===== config.mk =====
export PLATFORM = sky130hd
export DESIGN_NAME = div2_sequencer
export DESIGN_NICKNAME = d
export VERILOG_FILES = /design/src/rtl/div2_pkg.sv /design/src/rtl/div2_iter.sv /design/src/rtl/div2_sequencer.sv
export SDC_FILE = /design/constraint.sdc
export NUM_CORES = 1
export LEC_CHECK = 0
export CORE_MARGIN = 3
export CORE_UTILIZATION = 39
export CTS_CLUSTER_SIZE = 24
export DETAILED_ROUTE_END_ITERATION = 6
export DONT_BUFFER_PORTS = 1
export GPL_TIMING_DRIVEN = 0
export PLACE_DENSITY_LB_ADDON = 0.15
export SYNTH_ARGS = -nofsm -noshare
export SYNTH_HDL_FRONTEND = slang
export SYNTH_HIERARCHICAL = 1
export SYNTH_SLANG_ARGS = --single-unit

===== constraint.sdc =====
create_clock -name Clk -period 5 [get_ports Clk]
set_clock_uncertainty 0.15 [all_clocks]
set_input_delay 0.5 -clock Clk [delete_from_list [all_inputs] [get_ports Clk]]
set_output_delay 0.5 -clock Clk [all_outputs]
set_load 0.03 [all_outputs]

===== src/rtl/div2_pkg.sv =====
// Shared types and constants for the program-2 division sequencer.
// Holds the FSM state encoding, quotient lengths and default memory map.
package div2_pkg;

  typedef enum logic [3:0] {
    ST_IDLE,
    ST_RD0,
    ST_RD1,
    ST_RD2,
    ST_RDW,
    ST_DIV,
    ST_WR0,
    ST_WR1,
    ST_WR2,
    ST_DONE
  } state_t;

  localparam int NQ_TRUNC = 24;
  localparam int NQ_ROUND = 25;
  localparam int QW       = 25;

  localparam int DEF_DIVIDEND_ADDR = 0;
  localparam int DEF_DIVISOR_ADDR  = 2;
  localparam int DEF_RESULT_ADDR   = 4;

  localparam logic [23:0] DIV0_RESULT = 24'hFFFFFF;

  // The rounded quotient carries one extra fraction bit; adding it back gives half-up rounding.
  function automatic logic [23:0] final_result(input logic [QW-1:0] q, input logic round);
    if (round) return q[24:1] + 24'(q[0]);
    else       return q[23:0];
  endfunction

endpackage


===== src/rtl/div2_iter.sv =====
// Bit-serial restoring divider datapath: one quotient bit per step, MSB first.
// The numerator is always loaded as dividend<<9; truncating mode simply stops one step early.
module div2_iter
  import div2_pkg::*;
(
  input  logic          Clk,
  input  logic          Reset,
  input  logic          load,
  input  logic          step,
  input  logic [15:0]   dividend,
  input  logic [7:0]    divisor,
  output logic [QW-1:0] quotient
);

  logic [7:0]    rem;
  logic [QW-1:0] numer;
  logic [8:0]    rem_shift;
  logic          fits;

  assign rem_shift = {rem, numer[QW-1]};
  assign fits      = rem_shift >= {1'b0, divisor};

  // NOTE: sequential state uses non-blocking assignments so every flop sees pre-edge values.
  always_ff @(posedge Clk or negedge Reset) begin
    if (!Reset) begin
      rem      <= '0;
      numer    <= '0;
      quotient <= '0;
    end else if (load) begin
      rem      <= '0;
      numer    <= {dividend, 9'b0};
      quotient <= '0;
    end else if (step) begin
      // Remainder stays below the divisor, so its 9-bit working value always fits back in 8 bits.
      rem      <= fits ? 8'(rem_shift - {1'b0, divisor}) : rem_shift[7:0];
      numer    <= {numer[QW-2:0], 1'b0};
      quotient <= {quotient[QW-2:0], fits};
    end
  end

endmodule


===== src/rtl/div2_sequencer.sv =====
// Memory-master sequencer: reads dividend/divisor, divides, writes the 24-bit quotient, raises Ack.
// Launches on a rising edge of Start while in IDLE or DONE.
module div2_sequencer
  import div2_pkg::*;
#(
  parameter int ADDR_W        = 8,
  parameter int DIVIDEND_ADDR = DEF_DIVIDEND_ADDR,
  parameter int DIVISOR_ADDR  = DEF_DIVISOR_ADDR,
  parameter int RESULT_ADDR   = DEF_RESULT_ADDR,
  parameter int ROUND         = 0
) (
  input  logic              Clk,
  input  logic              Reset,
  input  logic              Start,
  output logic              Ack,
  output logic [ADDR_W-1:0] mem_addr,
  output logic              mem_wr_en,
  output logic [7:0]        mem_wr_data,
  input  logic [7:0]        mem_rd_data
);

  localparam int         NQ       = (ROUND != 0) ? NQ_ROUND : NQ_TRUNC;
  localparam logic [4:0] LAST_BIT = 5'(NQ - 1);

  state_t        state, state_nxt;
  logic          start_q;
  logic [15:0]   dividend;
  logic [7:0]    divisor;
  logic          div_zero;
  logic [4:0]    bit_cnt;
  logic          launch;
  logic [QW-1:0] quotient;
  logic [23:0]   result;

  assign launch = Start && !start_q && (state == ST_IDLE || state == ST_DONE);
  assign result = div_zero ? DIV0_RESULT : final_result(quotient, ROUND != 0);

  always_ff @(posedge Clk or negedge Reset) begin
    if (!Reset) begin
      state    <= ST_IDLE;
      start_q  <= 1'b0;
      dividend <= '0;
      divisor  <= '0;
      div_zero <= 1'b0;
      bit_cnt  <= '0;
    end else begin
      state   <= state_nxt;
      start_q <= Start;
      case (state)
        ST_RD1: dividend[15:8] <= mem_rd_data;
        ST_RD2: dividend[7:0]  <= mem_rd_data;
        ST_RDW: begin
          divisor  <= mem_rd_data;
          div_zero <= (mem_rd_data == 8'd0);
          bit_cnt  <= '0;
        end
        ST_DIV:  bit_cnt <= bit_cnt + 5'd1;
        default: ;
      endcase
    end
  end

  // NOTE: every output gets a default before the case, so no path can infer a latch.
  always_comb begin
    state_nxt   = state;
    Ack         = 1'b0;
    mem_addr    = '0;
    mem_wr_en   = 1'b0;
    mem_wr_data = '0;
    case (state)
      ST_IDLE: if (launch) state_nxt = ST_RD0;
      ST_RD0: begin
        mem_addr  = ADDR_W'(DIVIDEND_ADDR);
        state_nxt = ST_RD1;
      end
      ST_RD1: begin
        mem_addr  = ADDR_W'(DIVIDEND_ADDR + 1);
        state_nxt = ST_RD2;
      end
      ST_RD2: begin
        mem_addr  = ADDR_W'(DIVISOR_ADDR);
        state_nxt = ST_RDW;
      end
      ST_RDW:  state_nxt = (mem_rd_data == 8'd0) ? ST_WR0 : ST_DIV;
      ST_DIV:  if (bit_cnt == LAST_BIT) state_nxt = ST_WR0;
      ST_WR0: begin
        mem_wr_en   = 1'b1;
        mem_addr    = ADDR_W'(RESULT_ADDR);
        mem_wr_data = result[23:16];
        state_nxt   = ST_WR1;
      end
      ST_WR1: begin
        mem_wr_en   = 1'b1;
        mem_addr    = ADDR_W'(RESULT_ADDR + 1);
        mem_wr_data = result[15:8];
        state_nxt   = ST_WR2;
      end
      ST_WR2: begin
        mem_wr_en   = 1'b1;
        mem_addr    = ADDR_W'(RESULT_ADDR + 2);
        mem_wr_data = result[7:0];
        state_nxt   = ST_DONE;
      end
      ST_DONE: begin
        Ack = 1'b1;
        if (launch) state_nxt = ST_RD0;
      end
      default: state_nxt = ST_IDLE;
    endcase
  end

  div2_iter u_iter (
    .Clk      (Clk),
    .Reset    (Reset),
    .load     (state == ST_RDW),
    .step     (state == ST_DIV),
    .dividend (dividend),
    .divisor  (divisor),
    .quotient (quotient)
  );

endmodule


# After elaboration in Yosys (flattened, before gate mapping)
# Index checks and enable logic that the tools add are counted.
[totals] regBits=92 input_bits=11 output_inout_bits=18 elab_cells=52
[op_classes] n_addsub=2 n_lt_le_gt_ge=1 n_eq_ne=12 mux=17 n_reduce_logical=10
[ops] op="$mux W24" n=3
[ops] op="$mux W25" n=2
[ops] op="$pmux W4 S9" n=1
[ops] op="$mux W8" n=3
[ops] op="$pmux W8 S3" n=1
[ops] op="$eq A4 B3 Y1 const B" n=4
[ops] op="$pmux W3 S5" n=1
[ops] op="$pmux W5 S2" n=1
[ops] op="$ge A9 B8 Y1" n=1
[ops] op="$eq A4 B2 Y1 const B" n=2
[ops] op="$eq A4 B4 Y1 const B" n=2
[ops] op="$logic_not A8 Y1" n=1
[ops] op="$mux W4" n=2
[ops] op="$sub A8 B8 Y8" n=1
[ops] op="$add A5 B1 Y5 const B" n=1
[ops] op="$eq A5 B5 Y1 const B" n=1
[ops] op="$eq A4 B1 Y1 const B" n=1
[ops] op="$logic_not A4 Y1" n=1
[ops] op="$reduce_or A3 Y1" n=1
[ops] op="$logic_and A1 B1 Y1" n=2
[ops] op="$mux W1" n=2
[ops] op="$mux W2" n=1
[ops] op="$ne A2 B1 Y1 const B" n=1
[ops] op="$ne A2 B2 Y1 const B" n=1
[ops] op="other kinds (5)" n=5

# Depth between registers and ports, before layout
[logic_depth] word_depth=5 depth_mapped=8

# Modules after synthesis
# The synthesis kept the hierarchy.
[by_module_without_submodules] module="div2_iter" instances=1 cells_each=264 area_per_inst_um2=2651.3 seq_area_each_um2=1226.2
[by_module_without_submodules] module="div2_sequencer" instances=1 cells_each=164 area_per_inst_um2=1766.7 seq_area_each_um2=875.8

# Worst setup path after synthesis
# Ideal clock, no wire load.
[synth_timing] path_type="reg-to-reg" start="register u_iter.rem[5]" end="register u_iter.rem[3]" arrival_time_ns=1.861 required_time_ns=4.724 setup_slack_ns=2.864 path_stages_with_launch=7 path_buffers=1 period_less_slack_ns=2.136 cell_sequence="dfrtp_1 > ha_1 > a21o_1 > a211o_1 > or2_1 > buf_6 > o311a_1"
[synth_via] elab_chain_cells=4
[synth_lines] element="from (decl)" line_no="div2_iter.sv:15" rtl="logic [7:0] rem;"
[synth_lines] element="from (signal assigned)" line_no="div2_iter.sv:35" rtl="rem <= fits ? 8'(rem_shift - {1'b0, divisor}) : rem_shift[7:0];"
[synth_lines] element="$ge A9 B8 Y1" line_no="div2_iter.sv:21" rtl="assign fits = rem_shift >= {1'b0, divisor};"
[synth_lines] element="$mux W8" line_no="div2_iter.sv:35"
[synth_lines] element="$mux W8" line_no="div2_iter.sv:33" rtl="end else if (step) begin"
[synth_lines] element="$mux W8" line_no="div2_iter.sv:29" rtl="end else if (load) begin"
# No other way between the ends. The select of a mux whose other input is x is not followed.
# A chain may end at the register's enable or synchronous reset.

# Worst setup path after layout
[layout_timing] start="register state[3]" end="output port mem_wr_data[3]"
[layout_via] elab_chain_cells=2 word_cells_on_any_way=4
[layout_lines] element="from (decl)" line_no="div2_sequencer.sv:25" rtl="state_t state, state_nxt;"
[layout_lines] element="from (signal assigned)" line_no="div2_sequencer.sv:47" rtl="state <= state_nxt;"
[layout_lines] element="$eq A4 B4 Y1 or $eq A4 B3 Y1 (tied branches)" line_no="div2_sequencer.sv:70" rtl="case (state)"
[layout_lines] element="$pmux W8 S3 *" line_no="div2_sequencer.sv:70"
[layout_lines] element="to (decl)" line_no="div2_sequencer.sv:18" rtl="output logic [7:0] mem_wr_data,"
# Mark *: on every way between the ends. The rest lies on a longest branch, timed or not.

==> reports/results.md <==
### Clocking
* clock slew at the register clock pins of the worst setup and hold paths: 0.09 ns
* number of sinks driven by the clock tree: 83
* number of buffers created by CTS: 9
* master cell of the clock root buffer: sky130_fd_sc_hd__clkbuf_8
* largest buffer count on any clock path: 2
* CTS tree: done
* insertion delay of the later-clocked pin in the worst-skew pair: 0.36 ns
* H-tree Lvls: 3

### Setup path
* endpoint of the worst-slack reg-to-reg timing path: u_iter/numer[22]$_DFFE_PN0P_
* cell at the slowest stage of the critical path: sky130_fd_sc_hd__nand4_1
* critical path data arrival time: 2.14 ns
* critical path endpoint: mem_wr_data[3]
* crit path launch: state[3]$_DFFE_PN0P_
* worst r2r path cells: 8
* crit start category: flip-flop
* critical path, cell by cell: buf_2, nand2b_1, nor2_1, o21ai_1, nand4_1
* Critical Path Sink Type: primary output
* startpoint of the most critical register-to-register path: state[1]$_DFFE_PN0P_
* stage delay of the slowest cell on the critical path: 0.47 ns
* worst path required time: 4.35 ns
* largest fanout on the critical path: 10
* worst setup slack for register-to-register paths: 2.32 ns
* Setup CP Type: flip-flop to primary output

### Place
* gpl congestion: 0.8442
* HPWL Detailed: 6646 microns
* Port Buffer Count: 0
* placed insts: 569
* worst-case setup slack after placement: 2.399 ns

### Logic synthesis
* Synthesis Warnings: 6
* Post-Synthesis Mean Instance Area: 10.30 sq um
* Syn Inst Count: 425
* area of the mapped netlist: 4379 sq um

### Layout
* Fillers: 1,061
* layout cells sized above 1: 0.1585
* Final Non-Filler Cells: 588
* ant diodes: 0
* sequential cell area: 2077 sq um
* multi-input combinational cell area: 2078 sq um
* layout overhead on the synthesized area: 10.54%
* final net count: 464

### Die
* total number of placement rows: 38
* CORE AREA: 10,890 sq um
* overall die width: 112.0 microns
* Die Footprint: 12,540 sq um
* count of pins on the block boundary: 29
* initial standard-cell utilization of the core: 0.4022
* y dimension of the die: 112.0 microns

### Routing
* total number of vias: 3,167
* Final ANT Viol Nets: 0
* wire per inst: 16.15 microns
* sum of routed wire length over all layers: 9494 microns
* total iterations of the first detailed-routing run: 4
* First DRT Iteration DRCs: 122
* per-cell via count in the routed design: 5.386
* number of remaining DRC errors: 0

### Global routing
* number of antenna violations at the first check in global routing: 0
* GRT Overall Usage: 0.1610
* global-route wire length before repair: 16,310 microns
* largest net degree at the start of global routing: 84
* aggregate global routing overflow: 0
* number of global-route vias before repair: 3,251

### STA
* transition time of the tightest slew-check pin: 0.8595 ns
* TNS Setup: 0 ns
* final worst path period need: 2.786 ns
* count of final hold-check violations: 0
* Worst slew margin: 0.4238
* endpoints failing setup: 0
* setup repair after global routing missed its margin: no
* Max Clk Rate: 359.0 MHz
* count of pins over their slew limit: 0
* Final Cycle Share: 0.5572
* final worst slack: 2.214 ns

### Power and ir drop
* Leakage: 2.136 nW
* peak supply drop: 320.2 uV
* pwr dens: 661.4 nW/um^2

### Outcome
* result of the run: finished clean

### Run
* number of max-capacitance violations reported: 0

### Worst hold path
* path type of the worst min-delay path: primary input to flip-flop

## worst max-delay path: cells and delay by family, from the launching register on
family	cells	cell delay, ns
AO/OA/AOI/OAI	1	0.41
AND/OR/NAND/NOR	3	0.79
flip-flops	1	0.36
buffers and inverters	1	0.22
## layout make-up
type,instances,area share
Clock buffer,9,0.02559
Inverter,17,0.01318
Sequential cell,83,0.4291
Timing Repair Buffer,3,0.009822
Tap cell,140,0.03619
Buffer,30,0.03619
Multi-Input combinational cell,299,0.4293
Clock inverter,7,0.02068
## metrics by stage
stage	power, mW	area [sq um]	hold slack (ns)	util
5_1_grt	3.474	4841	0.09926	0.4446
4_1_cts	3.231	4841	0.1055	0.4446
2_1_floorplan	2.313	4394	0.05441	-
6_report	3.202	4841	0.1318	0.4446
3_3_place_gp	2.619	4569	0.05717	0.4197
3_5_place_dp	2.645	4569	0.05678	0.4197
## worst min path at each step
| stage | start | to | slack, ns | cells past startpoint |
|---|---|---|---|---|
| after floorplan | Reset | bit_cnt[0]$_DFFE_PN0P_ | 0.05 | 0 |
| after global placement | Reset | u_iter/numer[14]$_DFFE_PN0P_ | 0.06 | 0 |
| after detailed placement | Reset | u_iter/numer[16]$_DFFE_PN0P_ | 0.06 | 0 |
| after CTS | mem_rd_data[3] | dividend[3]$_DFFE_PN0P_ | 0.11 | 1 |
| after global routing | mem_rd_data[2] | dividend[2]$_DFFE_PN0P_ | 0.1 | 1 |
| final | mem_rd_data[3] | dividend[3]$_DFFE_PN0P_ | 0.13 | 1 |
## cell usage in the layout, fill, tap and decap left out, types with 9 or more instances in the layout
| cell type | count |
|---|---|
| sky130_fd_sc_hd__clkbuf_1 | 10 |
| sky130_fd_sc_hd__clkbuf_8 | 9 |
| sky130_fd_sc_hd__dfrtp_1 | 83 |
| sky130_fd_sc_hd__ha_1 | 9 |
| sky130_fd_sc_hd__inv_1 | 17 |
| sky130_fd_sc_hd__mux2_2 | 24 |
| sky130_fd_sc_hd__mux2i_1 | 40 |
| sky130_fd_sc_hd__nand2_1 | 41 |
| sky130_fd_sc_hd__nand2b_1 | 9 |
| sky130_fd_sc_hd__nor2_1 | 47 |
| sky130_fd_sc_hd__o21ai_0 | 30 |
## registers in the layout (all words and copies together), names as in the netlist
register / flops
dividend: 16
u_iter/quotient: 24
divisor: 8
state: 4
u_iter/rem: 8
div_zero: 1
bit_cnt: 5
u_iter/numer: 16
start_q: 1
## per-layer routing
layer,global-route usage,routed length (microns),up-vias
met5,0,0,-
met4,0.04006,99,0
met3,0.04891,461,11
met2,0.2554,4376,66
met1,0.2175,4556,1566
li1,-,-,1524
## repair_timing
| item | CTS | global route |
|---|---|---|
| resized for setup | 0 | 0 |
| hold buffers | 3 | 0 |
| hold endpoints to repair | 84 | 0 |
| buffers inserted | 0 | 0 |
## report_power, final
group,switching [mW],internal [mW]
Clock,0.262,0.286
Sequential,0.158,0.923
Combinational,0.899,0.675
Total,1.32,1.88
Power figures use the tool's default switching activity.
